### src/rtl/wb_host_arb_pkg.sv
// wb_host_arbiter shared types: FSM states, one-hot grant codes,
// default error read data and a saturating counter helper.
package wb_host_arb_pkg;

  typedef enum logic [1:0] {
    IDLE  = 2'd0,
    GRANT = 2'd1,
    TERM  = 2'd2
  } arb_state_e;

  localparam logic [1:0] GNT_NONE = 2'b00;
  localparam logic [1:0] GNT_M0   = 2'b01;
  localparam logic [1:0] GNT_M1   = 2'b10;

  localparam logic [31:0] ERR_DATA_DEF = 32'hDEAD_BEEF;

  function automatic logic [7:0] sat_inc8(
    input logic [7:0] v
  );
    return (v == 8'hFF) ? v : v + 8'd1;
  endfunction

endpackage

### src/rtl/wb_host_arbiter_if.sv
// Bus bundle for wb_host_arbiter: two Wishbone masters, one slave.
// 'slave' is the arbiter's view, 'master' the environment's view.
interface wb_host_arbiter_if;

  logic        m0_cyc_i;
  logic        m0_stb_i;
  logic        m0_we_i;
  logic [31:0] m0_adr_i;
  logic [31:0] m0_dat_i;
  logic [3:0]  m0_sel_i;
  logic        m0_ack_o;
  logic [31:0] m0_dat_o;

  logic        m1_cyc_i;
  logic        m1_stb_i;
  logic        m1_we_i;
  logic [31:0] m1_adr_i;
  logic [31:0] m1_dat_i;
  logic [3:0]  m1_sel_i;
  logic        m1_ack_o;
  logic [31:0] m1_dat_o;

  logic        s_cyc_o;
  logic        s_stb_o;
  logic        s_we_o;
  logic [31:0] s_adr_o;
  logic [31:0] s_dat_o;
  logic [3:0]  s_sel_o;
  logic        s_ack_i;
  logic [31:0] s_dat_i;

  logic [1:0]  grant_o;
  logic        timeout_o;
  logic [7:0]  err_count_o;

  modport slave (
    input  m0_cyc_i, m0_stb_i, m0_we_i,
    input  m0_adr_i, m0_dat_i, m0_sel_i,
    output m0_ack_o, m0_dat_o,
    input  m1_cyc_i, m1_stb_i, m1_we_i,
    input  m1_adr_i, m1_dat_i, m1_sel_i,
    output m1_ack_o, m1_dat_o,
    output s_cyc_o, s_stb_o, s_we_o,
    output s_adr_o, s_dat_o, s_sel_o,
    input  s_ack_i, s_dat_i,
    output grant_o, timeout_o, err_count_o
  );

  modport master (
    output m0_cyc_i, m0_stb_i, m0_we_i,
    output m0_adr_i, m0_dat_i, m0_sel_i,
    input  m0_ack_o, m0_dat_o,
    output m1_cyc_i, m1_stb_i, m1_we_i,
    output m1_adr_i, m1_dat_i, m1_sel_i,
    input  m1_ack_o, m1_dat_o,
    input  s_cyc_o, s_stb_o, s_we_o,
    input  s_adr_o, s_dat_o, s_sel_o,
    output s_ack_i, s_dat_i,
    input  grant_o, timeout_o, err_count_o
  );

endinterface

### src/rtl/wb_rr_pick.sv
// Two-way round-robin pick: on contention the master that
// was not granted last wins. last_i=1 means m1 was last.
module wb_rr_pick
  import wb_host_arb_pkg::*;
(
  input  logic [1:0] req_i,
  input  logic       last_i,
  output logic [1:0] gnt_o
);

  // pure combinational pick
  always_comb begin
    gnt_o = GNT_NONE;
    unique case (1'b1)
      (req_i == 2'b11):  gnt_o = last_i ? GNT_M0 : GNT_M1;
      (req_i == GNT_M0): gnt_o = GNT_M0;
      (req_i == GNT_M1): gnt_o = GNT_M1;
      default:           gnt_o = GNT_NONE;
    endcase
  end

endmodule

### src/rtl/wb_host_arbiter.sv
// Two-master Wishbone B4 round-robin arbiter, grant held per cyc.
// Optional ack watchdog enabled by `define WB_HOST_ARB_TIMEOUT_EN.
module wb_host_arbiter
  import wb_host_arb_pkg::*;
#(
  parameter int          TIMEOUT_CYCLES = 255,
  parameter logic [31:0] ERR_DATA       = ERR_DATA_DEF
) (
  input  logic              wb_clk_i,
  input  logic              wb_rst_ni,
  wb_host_arbiter_if.slave  bus
);

  arb_state_e  state_q, state_d, st;
  logic [1:0]  grant_q, grant_d;
  logic [1:0]  pick;
  logic        last_q, last_d;

  logic        g_cyc, g_stb, g_we;
  logic [31:0] g_adr, g_dat;
  logic [3:0]  g_sel;

  logic        busy;
  logic        s_cyc, s_stb;
  logic        ack;
  logic [31:0] rdat;
  logic        tmo;

`ifdef WB_HOST_ARB_TIMEOUT_EN
  localparam logic [15:0] TMO_LAST =
    16'(TIMEOUT_CYCLES - 1);
  logic [15:0] cnt_q, cnt_d;
  logic [7:0]  err_q, err_d;
`else
  logic unused_cfg;
  assign unused_cfg = ^{ERR_DATA, 16'(TIMEOUT_CYCLES)};
`endif

  wb_rr_pick u_pick (
    .req_i  ({bus.m1_cyc_i, bus.m0_cyc_i}),
    .last_i (last_q),
    .gnt_o  (pick)
  );

  // reset forces idle outputs in the same cycle
  assign st   = wb_rst_ni ? state_q : IDLE;
  assign busy = (st != IDLE);

  // request mux from the granted master
  always_comb begin
    if (grant_q[1]) begin
      g_cyc = bus.m1_cyc_i;
      g_stb = bus.m1_stb_i;
      g_we  = bus.m1_we_i;
      g_adr = bus.m1_adr_i;
      g_dat = bus.m1_dat_i;
      g_sel = bus.m1_sel_i;
    end else begin
      g_cyc = bus.m0_cyc_i;
      g_stb = bus.m0_stb_i;
      g_we  = bus.m0_we_i;
      g_adr = bus.m0_adr_i;
      g_dat = bus.m0_dat_i;
      g_sel = bus.m0_sel_i;
    end
  end

  // next state, grant bookkeeping and bus strobes
  always_comb begin
    state_d = state_q;
    grant_d = grant_q;
    last_d  = last_q;
    s_cyc   = 1'b0;
    s_stb   = 1'b0;
    ack     = 1'b0;
    rdat    = '0;
    tmo     = 1'b0;
`ifdef WB_HOST_ARB_TIMEOUT_EN
    cnt_d   = cnt_q;
    err_d   = err_q;
`endif
    unique case (st)
      IDLE: begin
        if (|pick) begin
          state_d = GRANT;
          grant_d = pick;
        end
`ifdef WB_HOST_ARB_TIMEOUT_EN
        cnt_d = '0;
`endif
      end
      GRANT: begin
        s_cyc = g_cyc;
        s_stb = g_cyc & g_stb;
        ack   = s_stb & bus.s_ack_i;
        rdat  = ack ? bus.s_dat_i : '0;
        if (!g_cyc) begin
          state_d = IDLE;
          grant_d = GNT_NONE;
          last_d  = grant_q[1];
        end
`ifdef WB_HOST_ARB_TIMEOUT_EN
        if (!s_stb || bus.s_ack_i) begin
          cnt_d = '0;
        end else if (cnt_q == TMO_LAST) begin
          cnt_d   = '0;
          state_d = TERM;
          err_d   = sat_inc8(err_q);
        end else begin
          cnt_d = cnt_q + 16'd1;
        end
`endif
      end
`ifdef WB_HOST_ARB_TIMEOUT_EN
      TERM: begin
        ack  = 1'b1;
        rdat = ERR_DATA;
        tmo  = 1'b1;
        if (g_cyc) begin
          state_d = GRANT;
        end else begin
          state_d = IDLE;
          grant_d = GNT_NONE;
          last_d  = grant_q[1];
        end
      end
`endif
      default: begin
        state_d = IDLE;
        grant_d = GNT_NONE;
      end
    endcase
  end

  // arbitration state registers
  always_ff @(posedge wb_clk_i) begin
    if (!wb_rst_ni) begin
      state_q <= IDLE;
      grant_q <= GNT_NONE;
      last_q  <= 1'b1;
    end else begin
      state_q <= state_d;
      grant_q <= grant_d;
      last_q  <= last_d;
    end
  end

`ifdef WB_HOST_ARB_TIMEOUT_EN
  // watchdog counter and timeout tally
  always_ff @(posedge wb_clk_i) begin
    if (!wb_rst_ni) begin
      cnt_q <= '0;
      err_q <= '0;
    end else begin
      cnt_q <= cnt_d;
      err_q <= err_d;
    end
  end

  assign bus.err_count_o = err_q;
`else
  assign bus.err_count_o = '0;
`endif

  assign bus.timeout_o = tmo;
  assign bus.grant_o   = busy ? grant_q : GNT_NONE;

  assign bus.s_cyc_o = s_cyc;
  assign bus.s_stb_o = s_stb;
  assign bus.s_we_o  = busy & g_we;
  assign bus.s_adr_o = busy ? g_adr : '0;
  assign bus.s_dat_o = busy ? g_dat : '0;
  assign bus.s_sel_o = busy ? g_sel : '0;

  assign bus.m0_ack_o = ack & grant_q[0];
  assign bus.m0_dat_o = grant_q[0] ? rdat : '0;
  assign bus.m1_ack_o = ack & grant_q[1];
  assign bus.m1_dat_o = grant_q[1] ? rdat : '0;

endmodule

### src/flat_wrapper.sv
// flat-port wrapper written by rule: the top's interface ports become plain ports
module wb_host_arbiter_flat import wb_host_arb_pkg::*;
#(
  parameter int          TIMEOUT_CYCLES = 255,
  parameter logic [31:0] ERR_DATA       = ERR_DATA_DEF
)
  (wb_clk_i, wb_rst_ni, bus_m0_cyc_i, bus_m0_stb_i, bus_m0_we_i, bus_m0_adr_i, bus_m0_dat_i, bus_m0_sel_i, bus_m0_ack_o, bus_m0_dat_o, bus_m1_cyc_i, bus_m1_stb_i, bus_m1_we_i, bus_m1_adr_i, bus_m1_dat_i, bus_m1_sel_i, bus_m1_ack_o, bus_m1_dat_o, bus_s_cyc_o, bus_s_stb_o, bus_s_we_o, bus_s_adr_o, bus_s_dat_o, bus_s_sel_o, bus_s_ack_i, bus_s_dat_i, bus_grant_o, bus_timeout_o, bus_err_count_o);
  wb_host_arbiter_if bus_i ();
  input  logic wb_clk_i;
  input  logic wb_rst_ni;
  input wire logic [$bits(bus_i.m0_cyc_i)-1:0] bus_m0_cyc_i;
  input wire logic [$bits(bus_i.m0_stb_i)-1:0] bus_m0_stb_i;
  input wire logic [$bits(bus_i.m0_we_i)-1:0] bus_m0_we_i;
  input wire logic [$bits(bus_i.m0_adr_i)-1:0] bus_m0_adr_i;
  input wire logic [$bits(bus_i.m0_dat_i)-1:0] bus_m0_dat_i;
  input wire logic [$bits(bus_i.m0_sel_i)-1:0] bus_m0_sel_i;
  output wire logic [$bits(bus_i.m0_ack_o)-1:0] bus_m0_ack_o;
  output wire logic [$bits(bus_i.m0_dat_o)-1:0] bus_m0_dat_o;
  input wire logic [$bits(bus_i.m1_cyc_i)-1:0] bus_m1_cyc_i;
  input wire logic [$bits(bus_i.m1_stb_i)-1:0] bus_m1_stb_i;
  input wire logic [$bits(bus_i.m1_we_i)-1:0] bus_m1_we_i;
  input wire logic [$bits(bus_i.m1_adr_i)-1:0] bus_m1_adr_i;
  input wire logic [$bits(bus_i.m1_dat_i)-1:0] bus_m1_dat_i;
  input wire logic [$bits(bus_i.m1_sel_i)-1:0] bus_m1_sel_i;
  output wire logic [$bits(bus_i.m1_ack_o)-1:0] bus_m1_ack_o;
  output wire logic [$bits(bus_i.m1_dat_o)-1:0] bus_m1_dat_o;
  output wire logic [$bits(bus_i.s_cyc_o)-1:0] bus_s_cyc_o;
  output wire logic [$bits(bus_i.s_stb_o)-1:0] bus_s_stb_o;
  output wire logic [$bits(bus_i.s_we_o)-1:0] bus_s_we_o;
  output wire logic [$bits(bus_i.s_adr_o)-1:0] bus_s_adr_o;
  output wire logic [$bits(bus_i.s_dat_o)-1:0] bus_s_dat_o;
  output wire logic [$bits(bus_i.s_sel_o)-1:0] bus_s_sel_o;
  input wire logic [$bits(bus_i.s_ack_i)-1:0] bus_s_ack_i;
  input wire logic [$bits(bus_i.s_dat_i)-1:0] bus_s_dat_i;
  output wire logic [$bits(bus_i.grant_o)-1:0] bus_grant_o;
  output wire logic [$bits(bus_i.timeout_o)-1:0] bus_timeout_o;
  output wire logic [$bits(bus_i.err_count_o)-1:0] bus_err_count_o;
  assign bus_i.m0_cyc_i = bus_m0_cyc_i;
  assign bus_i.m0_stb_i = bus_m0_stb_i;
  assign bus_i.m0_we_i = bus_m0_we_i;
  assign bus_i.m0_adr_i = bus_m0_adr_i;
  assign bus_i.m0_dat_i = bus_m0_dat_i;
  assign bus_i.m0_sel_i = bus_m0_sel_i;
  assign bus_m0_ack_o = bus_i.m0_ack_o;
  assign bus_m0_dat_o = bus_i.m0_dat_o;
  assign bus_i.m1_cyc_i = bus_m1_cyc_i;
  assign bus_i.m1_stb_i = bus_m1_stb_i;
  assign bus_i.m1_we_i = bus_m1_we_i;
  assign bus_i.m1_adr_i = bus_m1_adr_i;
  assign bus_i.m1_dat_i = bus_m1_dat_i;
  assign bus_i.m1_sel_i = bus_m1_sel_i;
  assign bus_m1_ack_o = bus_i.m1_ack_o;
  assign bus_m1_dat_o = bus_i.m1_dat_o;
  assign bus_s_cyc_o = bus_i.s_cyc_o;
  assign bus_s_stb_o = bus_i.s_stb_o;
  assign bus_s_we_o = bus_i.s_we_o;
  assign bus_s_adr_o = bus_i.s_adr_o;
  assign bus_s_dat_o = bus_i.s_dat_o;
  assign bus_s_sel_o = bus_i.s_sel_o;
  assign bus_i.s_ack_i = bus_s_ack_i;
  assign bus_i.s_dat_i = bus_s_dat_i;
  assign bus_grant_o = bus_i.grant_o;
  assign bus_timeout_o = bus_i.timeout_o;
  assign bus_err_count_o = bus_i.err_count_o;
  wb_host_arbiter #(.TIMEOUT_CYCLES(TIMEOUT_CYCLES), .ERR_DATA(ERR_DATA)) u_core (.wb_clk_i(wb_clk_i), .wb_rst_ni(wb_rst_ni), .bus(bus_i));
endmodule
### config.mk
export PLATFORM = sky130hd
export DESIGN_NAME = wb_host_arbiter_flat
export DESIGN_NICKNAME = d
export VERILOG_FILES = /design/src/rtl/wb_host_arb_pkg.sv /design/src/rtl/wb_host_arbiter_if.sv /design/src/rtl/wb_rr_pick.sv /design/src/rtl/wb_host_arbiter.sv /design/src/flat_wrapper.sv
export SDC_FILE = /design/constraint.sdc
export NUM_CORES = 1
export LEC_CHECK = 0
export ABC_CLOCK_PERIOD_IN_PS = 2100
export BUFFER_PORTS_ARGS = -buffer_cell sky130_fd_sc_hd__buf_2
export CORE_AREA = 4 4 124 126
export CTS_BUF_LIST = sky130_fd_sc_hd__clkbuf_4
export DETAILED_ROUTE_END_ITERATION = 10
export DIE_AREA = 0 0 128 130
export PLACE_DENSITY_LB_ADDON = 0.08
export SYNTH_ARGS = -nofsm -noshare
export SYNTH_HDL_FRONTEND = slang
export SYNTH_HIERARCHICAL = 1
export SYNTH_SLANG_ARGS = --single-unit
### constraint.sdc
create_clock -name wb_clk_i -period 2.1 [get_ports wb_clk_i]
set_clock_uncertainty 0.1 [all_clocks]
set_input_delay 0.21 -clock wb_clk_i [delete_from_list [all_inputs] [get_ports wb_clk_i]]
set_output_delay 0.21 -clock wb_clk_i [all_outputs]
set_load 0.005 [all_outputs]
; After elaboration in Yosys (flattened, before gate mapping)
; Cells that the tools add are included.
[word_totals]
register_bits = 5
latch_bits = 0
mem_bits_rw = 0
romBits = 0
input_bits = 177
n_memories = 0
[classes]
add_sub_neg = 0
n_mul = 0
div = 0
n_lt_le_gt_ge = 0
eq_ne = 6
n_shift = 0
muxes = 25
bitwise_logic = 6
n_reduce_logical = 5
[ops]
columns = op, count
row1 = 2-to-1 mux 32 bit, 8
row2 = 2-to-1 mux 2 bit, 6
row3 = 2-to-1 mux 4 bit, 2
row4 = case mux 2 bit (2 select lines), 2
row5 = 2-to-1 mux 1 bit, 6
row6 = case mux 2 bit (3 select lines), 1
row7 = AND 1 bit, 5
row8 = equality test 2 x 1 -> 1 bit (second input constant), 2
row9 = equality test 2 bit (second input constant), 2
row10 = AND reduction 2 bit, 2
row11 = logical NOT 2 bit, 1
row12 = != test 2 x 1 -> 1 bit (second input constant), 1
row13 = != test 2 bit (second input constant), 1
row14 = nonzero test 2 bit, 1
row15 = OR reduction 2 bit, 1
row16 = inverter 1 bit, 1

; Longest topological paths before layout
; Gate-level depths: netlist of run 1.
[logic_depth]
ltp_word = 6
mapped_depth = 6

; Cells and area by module
; Netlist of run 1, hierarchy kept.
[by_module_without_submodules]
columns = module, instances, cells_each, area_each_um2, seq_area_each_um2
row1 = wb_host_arbiter, 1, 272, 1796.7, 80.1
row2 = wb_rr_pick, 1, 3, 18.8, 0.0

; Least setup slack after synthesis of run 1
; OpenSTA, ideal clock, no wires.
[synth_timing]
path_type = reg-to-output
from = register u_core.grant_q[1]
to = output port bus_m1_dat_o[26]
arrival_ps = 1260
slack_ps = 530
path_stages_with_launch = 6
path_buffers = 2
cell_sequence = dfxtp_1 > mux2i_1 > nor3_2 > buf_2 > buf_2 > and3_1
[synth_between]
elab_chain_len = 6
word_cells_on_any_way = 7
classes_between = mux (5) / bitwise (2)
[synth_rtl]
columns = element, line_no
row1 = "start, declared", wb_host_arbiter.sv:15  ; logic [1:0] grant_q, grant_d;
row2 = "start signal, assigned", wb_host_arbiter.sv:143  ; grant_q <= grant_d;
row3 = 2-to-1 mux 1 bit, wb_host_arbiter.sv:51  ; if (grant_q[1]) begin
row4 = AND 1 bit, wb_host_arbiter.sv:94  ; s_stb = g_cyc & g_stb;
row5 = AND 1 bit, wb_host_arbiter.sv:95  ; ack = s_stb & bus.s_ack_i;
row6 = 2-to-1 mux 32 bit, wb_host_arbiter.sv:96  ; rdat = ack ? bus.s_dat_i : '0;
row7 = 2-to-1 mux 32 bit, wb_host_arbiter.sv:82  ; unique case (st)
row8 = 2-to-1 mux 32 bit (*), wb_host_arbiter.sv:178  ; assign bus.m1_dat_o = grant_q[1] ? rdat : '0;
row9 = "end, declared", flat_wrapper.sv:26  ; output wire logic [$bits(bus_i.m1_dat_o)-1:0] bus_m1_dat_o;
; Mark *: on every way between the ends. The rest lies on a longest branch, timed or not.

; Final worst setup path of run 1
[layout_timing]
from = register u_core.grant_q[1]
to = output port bus_m0_dat_o[29]
[layout_between]
elab_chain_len = 6
word_cells_on_any_way = 7
classes_between = mux (5) / bitwise (2)
[layout_rtl]
columns = element, line_no
row1 = 2-to-1 mux 1 bit, wb_host_arbiter.sv:51
row2 = AND 1 bit (*), wb_host_arbiter.sv:94
row3 = AND 1 bit (*), wb_host_arbiter.sv:95
row4 = 2-to-1 mux 32 bit (*), wb_host_arbiter.sv:96
row5 = 2-to-1 mux 32 bit (*), wb_host_arbiter.sv:82
row6 = 2-to-1 mux 32 bit (*), wb_host_arbiter.sv:176  ; assign bus.m0_dat_o = grant_q[0] ? rdat : '0;
row7 = "end, declared", flat_wrapper.sv:18  ; output wire logic [$bits(bus_i.m0_dat_o)-1:0] bus_m0_dat_o;
; Marks and branches as above.

==> flow_summary.toml, run 1 <==
[status]
status = "finished, final reports clean"

[final_layout]
nets = 748
drive_above_1_share_pct = 57.89
area_delta_synth_final_pct = 97.04
antenna_cells = 0
final.fill_count = 1644

[timing]
finalMaxSlewViolations = 0
holdWs_ns = 0.1410
period_needed_ns = 1.926
slew_headroom_pct = 65.04
tns_ns = 0
timing.fmax_ghz = 0.5193
final.period_utilization_pct = 91.70
rsz0062_at_grt = "false"
hold_viol = 0
finalSetupViolations = 0
worst_slew_pin_slew_ns = 0.5245

[clocking]
clock_sinks = 4
clk_pin_slew_ns = 0.05
postCtsHoldBufs = 0
h-tree-depth = 1
cts_inserted_buffers = 3
cts_setup_buffers = 0
clk-insertion-delay-late_ns = 0.24
tritoncts = "yes"
root_buffer = "clkbuf_4"
postCtsResizedCells = 0
clockBufferDepth = 2

[hold_path]
hp-start = "wb_rst_ni"
worstHoldPathType = "primary input to flip-flop"

[detailed_routing]
vias = 2970
ant_nets = 0
drt-initial-drc-count = 67
firstDrtPassIters = 4
drc = 0
routed_wl_um = 10110
avgRoutedWirePerCell_um = 13.41
viasPerCell = 3.939

[synth]
synth-seq-cells = 4
ys_top_cells_by_area = "mux2i_1, and3_1, nor2_1, dfxtp_1, buf_4"
netlist.area_leader.share_pct = 39.15
synth_edf_count = 0
synth_area_per_cell_um2 = 6.602
muxShareOfSynthArea_pct = 39.15
synth-xor-area-share_pct = 0
synth_flop_cell = "dfxtp_1"
synth_common_cells = "mux2i_1, nor2_1, and3_1"
synth_compound_area_share_pct = 2.826
synth_largest_area_cell = "mux2i_1"
synthSimpleGateAreaFrac_pct = 42.38
ys_warn_count = 6
synth_top_family_by_area = "simple AND/OR/NAND/NOR gates"
ys_seq_area_share_pct = 4.411
netlist_area_mm2 = 0.001815
synthDistinctLibCells = 25
synth_async_sr_flop_share_pct = 0
synthAdderAreaFrac_pct = 0
synthCells = 275

[global_routing]
grt_max_degree = 73
first_global_vias = 2824
overflow = 0
grt_pass1_wl_um = 14120
antenna_found_initial = 0
grt_usage_pct = 10.34

[critical_path]
startpoint_type = "flip-flop"
cpPeakStageDelay_ns = 0.36
cp_cell_sequence = "mux2i_2, nor3_4, buf_12, and3_1, buf_2"
crit_fanout = 67
timing.rr.start = "u_core/grant_q[1]"
cp_slowest_cell = "dfxtp_4"
ff2ff_setup_slack_ns = 0.76
startpoint = "u_core/grant_q[1]"
critPathKind = "flip-flop to output port"
crit_required_ns = 1.79
cp-end-kind = "output port"
critPathArrivalTime_ns = 1.62

[floorplanning]
core_mm2 = 0.01431
dieArea_mm2 = 0.01664
dieHeight_um = 130
row_count = 44
initial_core_util_pct = 12.68
num_io_pins = 325
chipWidth_um = 128

[power_and_ir_drop]
finalPower_w = 0.0008017
powerDensity_mw_per_mm2 = 224.1
peakVddDrop_v = 0.0001259
leakage_nw = 2.347

[placement]
gp_congestion = 0.7612
io_buffers = 315
dp.final_hpwl_um = 8680

[flow_run]
drv_cap = 0
==> cell usage in the layout, fill, tap and decap left out, drive strengths merged <==
cell / synthesis / layout
nand2: 2 / 2
mux2i: 71 / 71
and2: 4 / 4
a21oi: 2 / 2
inv: 1 / 1
nand3: 1 / 1
nor3b: 1 / 1
o31ai: 1 / 1
nor2: 71 / 71
nor3: 1 / 1
o31a: 1 / 1
dfxtp: 4 / 4
nand3b: 1 / 1
nand2b: 2 / 2
a21boi: 2 / 2
nor2b: 2 / 2
conb: 1 / 9
buf: 28 / 322
o21ai: 2 / 2
clkbuf: 11 / 4
and3: 66 / 66
==> worst max-delay path: cells and delay by family, from the launching register on <==
kind          cells  cell delay (ns)
simple gates      2             0.43
buf+inv           2             0.37
flops             1             0.36
mux               1             0.19
==> logic make-up (layout without fill, tap and decap cells) <==
logic type,count (synthesis),after routing
buffers and inverters,40,327
AO/OA/AOI/OAI,8,8
flip-flops,4,4
multiplexers,71,71
AND/OR/NAND/NOR,151,151
other,1,9
==> sequential cells by signal (all words and copies together) (netlist names) <==
register / count
u_core/state_q: 1
u_core/last_q: 1
u_core/grant_q: 2
==> through the flow <==
step,instance area (um^2),instances,utilization [%],worst slack (ns)
finish,3577,754,24.99,0.1743
global route,3577,754,24.99,0.07165
CTS,3573,754,24.97,0.06942
detailed placement,3543,750,24.76,0.3411
global placement,3543,750,24.76,0.3615
floorplan,1846,283,-,0.5301
==> power breakdown <==
| part | internal, W | total, W | switching, W | leakage (nW) |
|---|---|---|---|---|
| clock network | 0.0000846 | 0.000122 | 0.0000375 | 0.0184 |
| logic | 0.000304 | 0.000584 | 0.000280 | 2.30 |
| registers | 0.0000856 | 0.0000955 | 0.00000989 | 0.0339 |
==> per-layer routing <==
layer	share of wire, %	global-route usage, %	vias to the layer above
met4	1.9	2.747	0
met5	0	0	-
met1	32	10.18	1247
met2	53	20.98	196
li1	-	-	1519
met3	12	2.865	8
==> area by class of cell <==
cell class	count	area [um^2]	area share, %
flip-flops and latches	4	83.83	2.343
repair buffers	322	1654	46.24
inverters	1	3.754	0.1049
well taps	184	230.2	6.436
multi-input cells	239	1575	44.04
clock buffers	4	30.03	0.8395
==> worst paths after layout <==
kind	endpoint	depth (start not counted)
worst max-delay path	bus_m0_dat_o[29]	5
worst min-delay path	u_core/last_q	2
worst max register to register	u_core/grant_q[0]	3
worst min register to register	u_core/last_q	2
No activity file was read; power rests on OpenSTA's default activity.
==> inputs of run 2 (changes only) <==
ABC_AREA = 1   (was default)
CORE_AREA = 4 4 125 127   (was 4 4 124 126)
CTS_BUF_LIST = sky130_fd_sc_hd__clkbuf_16   (was sky130_fd_sc_hd__clkbuf_4)
DIE_AREA = 0 0 129 131   (was 0 0 128 130)
==> run 2 against run 1 <==
Compared with the run above:
- global-route usage up 0.38 points
- utilization shrank 0.21 points
- synthesized area is 2.1% lower
- design area barely moved
- synthesized cell count rose by 41%
- sequential power rose by 4.6%
- critical path depth up 2
- die area is 1.6% higher
- final cell count up 16%
- largest power group unchanged
==> flow_summary.toml, run 2 <==
[critical_path]
cp_slowest_cell = "dfxtp_4"
crit_buf_inv = 2
startpoint = "u_core/grant_q[1]"
timing.rr.start = "u_core/state_q[0]"
ff2ff_setup_slack_ns = 0.56
cp-end-kind = "output port"
crit_required_ns = 1.79
startpoint_type = "flip-flop"
path_delay_family = "simple AND/OR/NAND/NOR gates"
cp_cell_sequence = "inv_2, nand2_2, nand2_2, nor2_8, nand4_4, nor2_1, buf_2"
critPathKind = "flip-flop to output port"
critPathArrivalTime_ns = 1.65
crit_fanout = 17
cpPeakStageDelay_ns = 0.43
cp_common_cell = "nand2_2"

[global_routing]
grt_use_met3_pct = 3.089
grt_pass1_wl_um = 14640
use_met1_pct = 10.12
use_met2_pct = 23.05
grt_max_degree = 53
grt_usage_pct = 10.72
antenna_found_initial = 1
first_global_vias = 3083
overflow = 0
grt-busiest-layer = "met2"

[timing]
worst_slew_pin_slew_ns = 0.5028
period_needed_ns = 1.957
finalSetupViolations = 0
finalMaxSlewViolations = 0
timing.fmax_ghz = 0.5110
hold_viol = 0
rsz0062_at_grt = "false"
slew_headroom_pct = 66.48
tns_ns = 0
final.period_utilization_pct = 93.19

[hold_path]
worstHoldPathType = "primary input to flip-flop"
hp-start = "wb_rst_ni"

[clocking]
tritoncts = "yes"
h-tree-depth = 1
postCtsHoldBufs = 0
clockBufferDepth = 2
cts_inserted_buffers = 3
clk_pin_slew_ns = 0.03
root_buffer = "clkbuf_16"
clock_sinks = 4
clk-insertion-delay-late_ns = 0.22

[synth]
ys_seq_area_share_pct = 4.507
synth_area_per_cell_um2 = 4.579
synthDistinctLibCells = 18
netlist.area_leader.share_pct = 31.90
ys_warn_count = 6
synth_async_sr_flop_share_pct = 0
synthCells = 388
synth_flop_cell = "dfxtp_1"
synth_largest_area_cell = "nand2_1"
synth-seq-cells = 4
synth.most_common_cell = "nand2_1"
synth_common_cells = "nand2_1, a21oi_1, nor2_1"
netlist_area_mm2 = 0.001777
synth_edf_count = 0
ys_top_cells_by_area = "nand2_1, a21oi_1, nor2_1, inv_1, dfxtp_1"

[detailed_routing]
drt-initial-drc-count = 67
avgRoutedWirePerCell_um = 12.44
firstDrtPassIters = 4
drc = 0
ant_nets = 0
routed_wl_um = 10840
viasPerCell = 3.977
vias = 3468

[flow_run]
drv_cap = 0

[floorplanning]
num_io_pins = 325
row_count = 44
chipWidth_um = 129
dieHeight_um = 131
core_mm2 = 0.01442
dieArea_mm2 = 0.01690
initial_core_util_pct = 12.32

[final_layout]
nets = 867
layout_common_cells = "buf_2, nand2_1, a21oi_1"
top_regs = "u_core/grant_q x2, u_core/last_q x1, u_core/state_q x1"
instances_no_fill = 872
multi_input_area_mm2 = 0.001356
top_register = "u_core/grant_q"
regArea_um2 = 83.83
final.fill_count = 1664
largest_register_ffs = 2
area_delta_synth_final_pct = 101.2
layout_commonest_cell = "buf_2"
antenna_cells = 0
drive_above_1_share_pct = 49.56

[placement]
dp.final_hpwl_um = 8977
dp_cells = 865
gp_congestion = 0.7928
io_buffers = 315

[power_and_ir_drop]
p_int_w = 0.0005849
sw_frac_of_total_pct = 39.04
p_seq_share_pct = 10.4
clkPwrFrac_pct = 30.7
powerDensity_mw_per_mm2 = 268.4
power.share.combinational_pct = 58.9
p_switching_w = 0.0003745
peakVddDrop_v = 0.0001622
leakage_nw = 2.476

[status]
status = "finished, final reports clean"
run 2: cell count changes in the layout (fill, tap and decap cells not counted), moves of 4 or more:
cell      before  now
nor2_1        71   67
clkbuf_4       4    0
and3_1        66    0
nand2_1        1  150
mux2i_1       70    0
and2_1         4    0
inv_1          1   39
buf_4          5   10
a21oi_1        2   71
run 2: final cells by class:
type / instances / share of cell area, %
clock buffers: 3 / 2.100
inverters: 42 / 4.410
multi-input cells: 313 / 37.94
flip-flops and latches: 4 / 2.345
well taps: 184 / 6.440
repair buffers: 326 / 46.76
run 2: logic make-up (layout without fill, tap and decap cells):
| group | after synthesis | after routing | share of synthesized area, % |
|---|---|---|---|
| flip-flops | 4 | 4 | 4.507 |
| AO/OA/AOI/OAI | 75 | 75 | 21.34 |
| buffers and inverters | 80 | 371 | 22.18 |
| AND/OR/NAND/NOR | 228 | 229 | 51.76 |
| other | 1 | 9 | 0.2111 |
run 2: routing by layer:
metal  wire, um  vias up  part of all wire [%]
met3       1247        8                    11
li1           -     1766                     -
met2       5948      198                    55
met5          7        -                 0.065
met4         80        2                  0.74
met1       3561     1494                    33
run 2: per-stage QoR:
step	util, %	hold WS (ns)	worst slack [ns]	cell area [um^2]	total power [W]
floorplan	-	0.2445	0.6941	1807	0.0003758
global placement	23.92	0.3906	0.2097	3451	0.0006721
detailed placement	23.92	0.3828	0.1335	3451	0.0006699
CTS	24.63	0.1890	0.08010	3552	0.0009776
global route	24.78	0.2217	0.01079	3575	0.001052
finish	24.78	0.1881	0.1431	3575	0.0009594
run 2: power by group through the flow:
stage                     sequential (W)  clock (W)  combinational (W)
final                          0.0000999   0.000294           0.000565
after CTS                       0.000100   0.000300           0.000577
after floorplan                0.0000938          0           0.000282
after detailed placement        0.000101          0           0.000568
after global routing            0.000102   0.000309           0.000641
after global placement          0.000102          0           0.000571
run 2: worst paths after layout:
| kind | end | cells after the start |
|---|---|---|
| worst max register to register | u_core/grant_q[0] | 7 |
| worst min register to register | u_core/state_q[0] | 1 |
| worst max-delay path | bus_m1_dat_o[11] | 7 |
| worst min-delay path | u_core/grant_q[1] | 3 |
run 2: timing repair:
| item | in CTS | in global routing |
|---|---|---|
| hold endpoints to repair | 0 | 0 |
| gates resized for setup | 3 | 0 |
| endpoints found under the setup margin | 32 | 16 |
| cloned | 1 | 0 |
| buffers inserted | 0 | 3 |
run 2: worst min-delay path, stage by stage:
cell     delay, ns
buf_2         0.14
nand3_1       0.08
nand2_1       0.04
